**src/rtl/printer_arbiter.sv**
```systemverilog
// Round-robin arbiter sharing one string printer among NUM_REQ requesters; request to printer_enable is 2 cycles when idle.
// One print outstanding at a time; repeat requests are dropped while pending and a watchdog aborts a hung print.
module printer_arbiter #(
    parameter int NUM_REQ  = 4,
    parameter int STR_ID_W = 2,
    parameter int TIMEOUT  = 1000000
) (
    input  logic                        clk,
    input  logic                        rst,
    input  logic [NUM_REQ-1:0]          req_valid,
    input  logic [NUM_REQ*STR_ID_W-1:0] req_str_id,
    output logic [NUM_REQ-1:0]          req_busy,
    output logic [NUM_REQ-1:0]          req_done,
    output logic                        printer_enable,
    output logic [STR_ID_W-1:0]         printer_str_id,
    input  logic                        printer_done,
    output logic                        printer_timeout,
    output logic                        busy
);
    localparam int IDX_W = $clog2(NUM_REQ);
    localparam int IW1   = IDX_W + 1;
    localparam int CNT_W = (TIMEOUT > 0) ? $clog2(TIMEOUT + 1) : 1;
    localparam logic [CNT_W-1:0] CNT_LAST = CNT_W'((TIMEOUT > 0) ? TIMEOUT - 1 : 0);

    typedef enum logic [1:0] {IDLE, ISSUE, WAIT} state_t;

    state_t              state;
    logic [NUM_REQ-1:0]  pending;
    logic [STR_ID_W-1:0] ids [NUM_REQ];
    logic [IDX_W-1:0]    grant;
    logic [IDX_W-1:0]    last_grant;
    logic [IDX_W-1:0]    sel_idx;
    logic [CNT_W-1:0]    wd_cnt;
    logic                print_ok;
    logic                wd_fire;
    logic                finish;

    assign req_busy = pending;
    assign print_ok = (state == WAIT) && printer_done;
    assign wd_fire  = (TIMEOUT != 0) && (state == WAIT) && !printer_done && (wd_cnt == CNT_LAST);
    assign finish   = print_ok || wd_fire;

    // First pending index after last_grant, wrapping at NUM_REQ.
    always_comb begin
        logic [IW1-1:0] cand;
        logic           found;
        sel_idx = '0;
        cand    = '0;
        found   = 1'b0;
        for (int k = 1; k <= NUM_REQ; k++) begin
            cand = {1'b0, last_grant} + IW1'(k);
            if (cand >= IW1'(NUM_REQ)) begin
                cand = cand - IW1'(NUM_REQ);
            end
            if (!found && pending[cand[IDX_W-1:0]]) begin
                found   = 1'b1;
                sel_idx = cand[IDX_W-1:0];
            end
        end
    end

    always_ff @(posedge clk) begin
        if (rst) begin
            state           <= IDLE;
            pending         <= '0;
            for (int i = 0; i < NUM_REQ; i++) begin
                ids[i] <= '0;
            end
            grant           <= '0;
            last_grant      <= IDX_W'(NUM_REQ - 1);
            wd_cnt          <= '0;
            req_done        <= '0;
            printer_enable  <= 1'b0;
            printer_str_id  <= '0;
            printer_timeout <= 1'b0;
            busy            <= 1'b0;
        end else begin
            printer_enable  <= 1'b0;
            printer_timeout <= 1'b0;
            req_done        <= '0;

            // A new request landing on its own completion cycle re-arms the slot.
            for (int i = 0; i < NUM_REQ; i++) begin
                if (req_valid[i] && (!pending[i] || (finish && grant == IDX_W'(i)))) begin
                    pending[i] <= 1'b1;
                    ids[i]     <= req_str_id[i*STR_ID_W +: STR_ID_W];
                end else if (finish && grant == IDX_W'(i)) begin
                    pending[i] <= 1'b0;
                end
            end

            case (state)
                IDLE: begin
                    // Skip the cycle carrying a completion pulse so the printer gets a recovery gap.
                    if (|pending && !(|req_done)) begin
                        grant          <= sel_idx;
                        last_grant     <= sel_idx;
                        printer_str_id <= ids[sel_idx];
                        printer_enable <= 1'b1;
                        busy           <= 1'b1;
                        state          <= ISSUE;
                    end
                end
                ISSUE: begin
                    wd_cnt <= '0;
                    state  <= WAIT;
                end
                WAIT: begin
                    if (finish) begin
                        req_done[grant] <= 1'b1;
                        printer_timeout <= wd_fire;
                        busy            <= 1'b0;
                        state           <= IDLE;
                    end else if (wd_cnt != '1) begin
                        wd_cnt <= wd_cnt + 1'b1;
                    end
                end
                default: state <= IDLE;
            endcase
        end
    end
endmodule

```
**config.mk**
```make
export PLATFORM = sky130hd
export DESIGN_NAME = printer_arbiter
export DESIGN_NICKNAME = d
export VERILOG_FILES = /design/src/rtl/printer_arbiter.sv
export SDC_FILE = /design/constraint.sdc
export NUM_CORES = 1
export LEC_CHECK = 0
export CAP_MARGIN = 10
export CORE_MARGIN = 4
export CORE_UTILIZATION = 50
export DETAILED_ROUTE_END_ITERATION = 12
export GPL_ROUTABILITY_DRIVEN = 0
export GPL_TIMING_DRIVEN = 0
export PLACE_DENSITY = 0.76
export SLEW_MARGIN = 25
export SYNTH_ARGS = -nofsm -noshare
export SYNTH_HDL_FRONTEND = slang
export SYNTH_SLANG_ARGS = --single-unit
```
**constraint.sdc**
```tcl
create_clock -name clk -period 2.05 [get_ports clk]
set_input_delay 0.615 -clock clk [delete_from_list [all_inputs] [get_ports clk]]
set_output_delay 0.615 -clock clk [all_outputs]
set_load 0.01 [all_outputs]
```
# Yosys cells after proc, flatten, opt, wreduce, memory -nomap -nowiden
# Memory sizes are Yosys's and may differ from the RTL's. A register that Yosys moved wholly into a read port is not among the register bits.
# Index checks and enable logic that the tools add are counted.
# word_totals
mem_count	1
ff_bits	37
output_inout_bits	13
mem_bits_ro	0
inputBits	15
ramBits	8
latchBits	0
wordCells	153
# memory_table
memory	words	width	rd	rd_clocked_by_memory_dff	write_ports	line	rtl
ids	4	2	1	1	4	29	logic [STR_ID_W-1:0] ids [NUM_REQ];
# classes
bitwise	7
order_cmp	10
n_div	0
n_eq_ne	11
n_addsub	9
n_shift	0
n_reduce_logical	46
mul	0
mux	57
# op_table
operator	count
20-bit 2-to-1 mux	2
20-bit case mux with 2 select lines	1
1-bit 2-to-1 mux	33
2-bit 2-to-1 mux	14
20-bit by 1-bit adder with 20-bit output (second input constant)	1
20-bit == test (second input constant)	1
20-bit != test (second input constant)	1
1-bit logical AND	16
2-bit by 3-bit less-than comparator with 1-bit output (second input constant)	5
3-bit >= comparator (second input constant)	4
2-bit nonzero test	6
1-bit logical NOT	9
1-bit binary-select mux with 2-bit select	4
4-bit OR reduction	2
2-bit by 1-bit subtractor with 2-bit output (second input constant)	4
2-bit by 2-bit adder with 3-bit output (second input constant)	2
2-bit == test (second input constant)	3
2-bit != test (second input constant)	3
2-bit case mux with 3 select lines	1
3-bit AND reduction	2
1-bit logical OR	5
2-bit by 1-bit == test with 1-bit output (second input constant)	2
2-bit logical NOT	2
1-bit OR	4
other kinds (10)	13

# Depth between registers and ports, before layout
# logic_depth
ltp_word	15
mapped_depth	9
mapped_depth_nobuf	6

# Worst setup path before layout
# OpenSTA, ideal clock, no wires.
# synth_path
path_kind	input to register
start	input port printer_done
end	register wd_cnt[19]
setup_ns	0.070
required_ns	1.980
slack_ns	-0.086
path_buffers	1
cell_stages	6
arrival_ns	2.065
cell_sequence	or3b_1 > buf_2 > a2111oi_4 > nand4_1 > or3_1 > a21oi_1
# synth_between
elab_chain_len	6
elab_cells_between_ends	7
cone_classes	1 x eq/ne; 6 x reduce/logical
# synth_lines
element	line	rtl
from (decl)	16	input logic printer_done,
1-bit logical NOT	40	assign wd_fire = (TIMEOUT != 0) && (state == WAIT) && !printer_done && (wd_cnt == CNT_LAST);
1-bit logical AND (2 in a row)	40	
1-bit logical OR *	41	assign finish = print_ok || wd_fire;
2-bit != test (no line) *	--	
3-bit AND reduction (no line) *	--	
to (signal assigned)	115	wd_cnt <= wd_cnt + 1'b1;
to (decl)	33	logic [CNT_W-1:0] wd_cnt;
# Every way passes the cells marked *; elsewhere a longest branch is shown, timed or not.
# A chain may end at the register's enable or synchronous reset.

# Final worst setup path
# layout_path
start	input port printer_done
end	register wd_cnt[15]
# Same word-level chain as after synthesis.

==> Flow_metrics.wiki <==
{| class="wikitable"
! Metric !! Value
|-
| Status || finished clean
|-
| Starting utilization of the core area || 52.17%
|-
| Period minus WS final || 1981 ps
|-
| Critical path class || in2reg
|-
| Reported net switching power || 573.3 µW
|-
| Power share of the clock group || 36.5%
|-
| Count of flip-flops with a built-in enable after synthesis || 8
|-
| Cell family with the largest share of critical-path delay || simple AND/OR/NAND/NOR gates
|-
| Final worst clock skew || 8.726 ps
|-
| Critical path arrival || 2220 ps
|-
| Grt ovf || 0
|-
| Final Routed Wirelength || between 5 and 6 mm
|-
| Sequential area share after synthesis || between 40% and 50%
|-
| Async SR Flop Fraction || 0%
|-
| Post-synth top area cell || dfxtp_1
|-
| Instance count of the mapped netlist || 259
|-
| Cell row count || 24
|-
| Met2 WL || 2.450 mm
|-
| Total negative setup slack || 0 ps
|-
| Highest-delay cell along the critical path || or3b_4
|-
| Main flop type after synthesis || dfxtp_1
|-
| Sum of internal, switching and leakage power || 2240 µW
|-
| Buffers on Ports || 27
|-
| Hold crit path type || reg2reg
|-
| Clk Tree Root Cell || clkbuf_8
|-
| Overall routing resource usage || roughly 20%
|-
| CP Data Required Time || 2290 ps
|-
| Worst path bufs/invs || 2
|-
| Post-synthesis sequential element count || 47
|-
| Leading post-synthesis cells by instance count || dfxtp_1 (39), a21oi_1 (28), nand2_1 (18)
|-
| Final core utilization || 66.67%
|-
| Combinational share of power || 16.3%
|-
| Global-route wire length before repair || 8.845 mm
|-
| Worst slew margin || 65.53%
|-
| Clock buffer depth || 2
|-
| LEAKAGE || between 0.001 and 0.0015 µW
|-
| Floorplan Core Area || ~0.0044 mm²
|-
| Die Width || 75.64 µm
|-
| Worst hold slack || 466.3 ps
|-
| Number of placed cells counting well taps || 338
|-
| Clock-pin slew reported for the worst setup and hold paths after clock tree synthesis || 100 ps
|-
| Highest Signal Layer || met4
|-
| Pint || 1667 µW
|-
| Post-Syn Area || 0.002287 mm²
|-
| TritonCTS Buffers || 5
|-
| Share of the synthesized area in the top cell type || 34.14%
|-
| Pwr Density || roughly 770 mW/mm²
|-
| Number of vias per cell after detailed routing || just under 6
|-
| Switching part of the total || 25.59%
|-
| DRC Markers || 0
|-
| Peak ir drop on the vdd network || 0.5013 mV
|-
| CTS tree || yes
|-
| Most numerous cell in the Yosys netlist || dfxtp_1
|-
| Post-synth net total || around 280
|-
| Antenna-violating nets left || 0
|-
| Area of the die || between 0.005 and 0.006 mm²
|-
| Share of the cycle needed by the critical path after routing || 96.64%
|-
| Maximum cell stage delay along the critical path || roughly 400 ps
|-
| Ordered cell list for the critical path || buf_8 -> or3b_4 -> a2111oi_4 -> buf_4 -> nand4_1 -> or3_1 -> a21oi_2
|-
| Sequential power share || between 40% and 50%
|-
| Count of clock tree sinks || between 40 and 50
|-
| Count of endpoints failing setup in the final report || 0
|-
| Die outline height || roughly 76 µm
|-
| Post-Layout Cell Count || 353
|-
| Number of warnings reported in the yosys synthesis log || 0
|-
| Yosys cell types || 50
|-
| Hold-fix buffers, CTS || 0
|-
| Routed met3 length || 235 µm
|-
| H-tree levels || 2
|-
| Cell types occupying the most area after synthesis || dfxtp_1 (34%), edfxtp_1 (11%), a21oi_1 (6.1%), o21ai_0 (3.1%), nand2_1 (3.0%)
|-
| Mean cell area of the mapped netlist || 8.831 µm²
|-
| Worst Setup End Kind || register
|-
| Actual transition at the worst max-transition pin || around 520 ps
|-
| Highest fanout seen on the critical path || 6
|-
| Post-DP HPWL || approximately 3.8 mm
|-
| Diode count || 0
|-
| Number of failing hold endpoints at the final stage || 0
|-
| Worst skew pair latency || 300 ps
|-
| Vias after detailed routing || 2081
|-
| Average detailed-routed wire length per instance || between 15 and 20 µm
|-
| Max-capacitance violation count || 0
|-
| Via count of the first global-routing pass || 1856
|-
| Routed met1 length || 2.733 mm
|-
| Initial DRC Count || 211
|-
| Initial antenna violation count || 0
|-
| Unrepaired setup endpoints after global routing || false
|-
| Critical path launch point type || input port
|-
| Slew Limit Fails || 0
|-
| Maximum number of pins on one net before global-route repair || 16
|-
| Max Clk Rate || 0.5048 GHz
|-
| Initial DRT Pass Iterations || 4
|-
| NumNets Final || 316
|-
| I/O pin cnt || 28
|-
| P&R area growth vs syn || 27.79%
|-
| Fraction of final layout cells sized beyond drive strength 1 || between 15 and 20%
|}
-- layout by cell type (no fill, tap or decap), drive strengths merged, types with 11 or more instances in the layout --
cell type,n
buf,13
nand3,12
dfxtp,39
nand2,18
clkbuf,13
inv,12
clkdlybuf4s50,26
a21oi,28
nor2,12
o21ai,15
nor3,11
-- power groups by stage --
stage	Clock, µW	Combinational, µW	Sequential, µW
after global routing	854	400	1070
after detailed placement	0	323	1070
after floorplan	0	197	1060
final	817	366	1060
after global placement	0	318	1060
after CTS	816	338	1050
-- path summary, 6_finish.rpt --
check / from / endpoint / slack, ps / depth (start not counted)
min reg2reg: busy$_SDFFE_PP0P_ / busy$_SDFFE_PP0P_ / 470 / 2
max reg2reg: state[0]$_SDFFE_PP0P_ / printer_str_id[1]$_SDFFE_PP0P_ / 90 / 5
max: printer_done / wd_cnt[15]$_SDFFE_PP0P_ / 70 / 7
min: busy$_SDFFE_PP0P_ / busy$_SDFFE_PP0P_ / 470 / 2
-- metal layers --
layer  GRT usage, %  vias up
met1          30.09      983
met2          29.43       47
met4          5.243        0
met5              0        -
met3          4.222       10
li1               -     1041
-- cell type report --
class	count	area, µm²
Clock inverter	3	67.56
Tap cell	52	65.06
Sequential cell	47	1031
Multi-Input combinational cell	187	1242
Buffer	11	60.06
Inverter	12	45.04
Fill cell	369	1461
Clock buffer	5	68.82
Timing Repair Buffer	36	342.8
-- through the flow --
stage               area, µm²  setup slack, ps
finish                   2923            68.84
global route             2923            1.533
CTS                      2819           -45.22
detailed placement       2633           -825.8
global placement         2633           -839.7
floorplan                2297           -83.02
-- worst register-to-register path: stages, from the launching register on --
cell     delay (ps)
dfxtp_2         370
or4_1           510
or4_1           490
buf_6           160
or2_4           260
o21ai_2         120
-- cell families after synthesis --
logic type | after synthesis | share of synthesized area (%)
compound gates | 70 | 19.80
fa+ha+maj | 1 | 0.5470
buf+inv | 25 | 4.321
flops | 47 | 44.64
mux | 7 | 3.173
simple gates | 109 | 27.52
-- registers in the layout (all words and copies together), names as in the netlist --
register         count
wd_cnt              20
ids                  8
req_busy             4
req_done             4
grant                2
last_grant           2
printer_str_id       2
state                2
busy                 1
printer_enable       1
printer_timeout      1
-- what timing repair did --
action	CTS	global route
pin swaps	10	11
endpoints found under the setup margin	44	50
setup buffers	4	5
gates resized for setup	16	30
No activity file was read; power rests on OpenSTA's default activity.
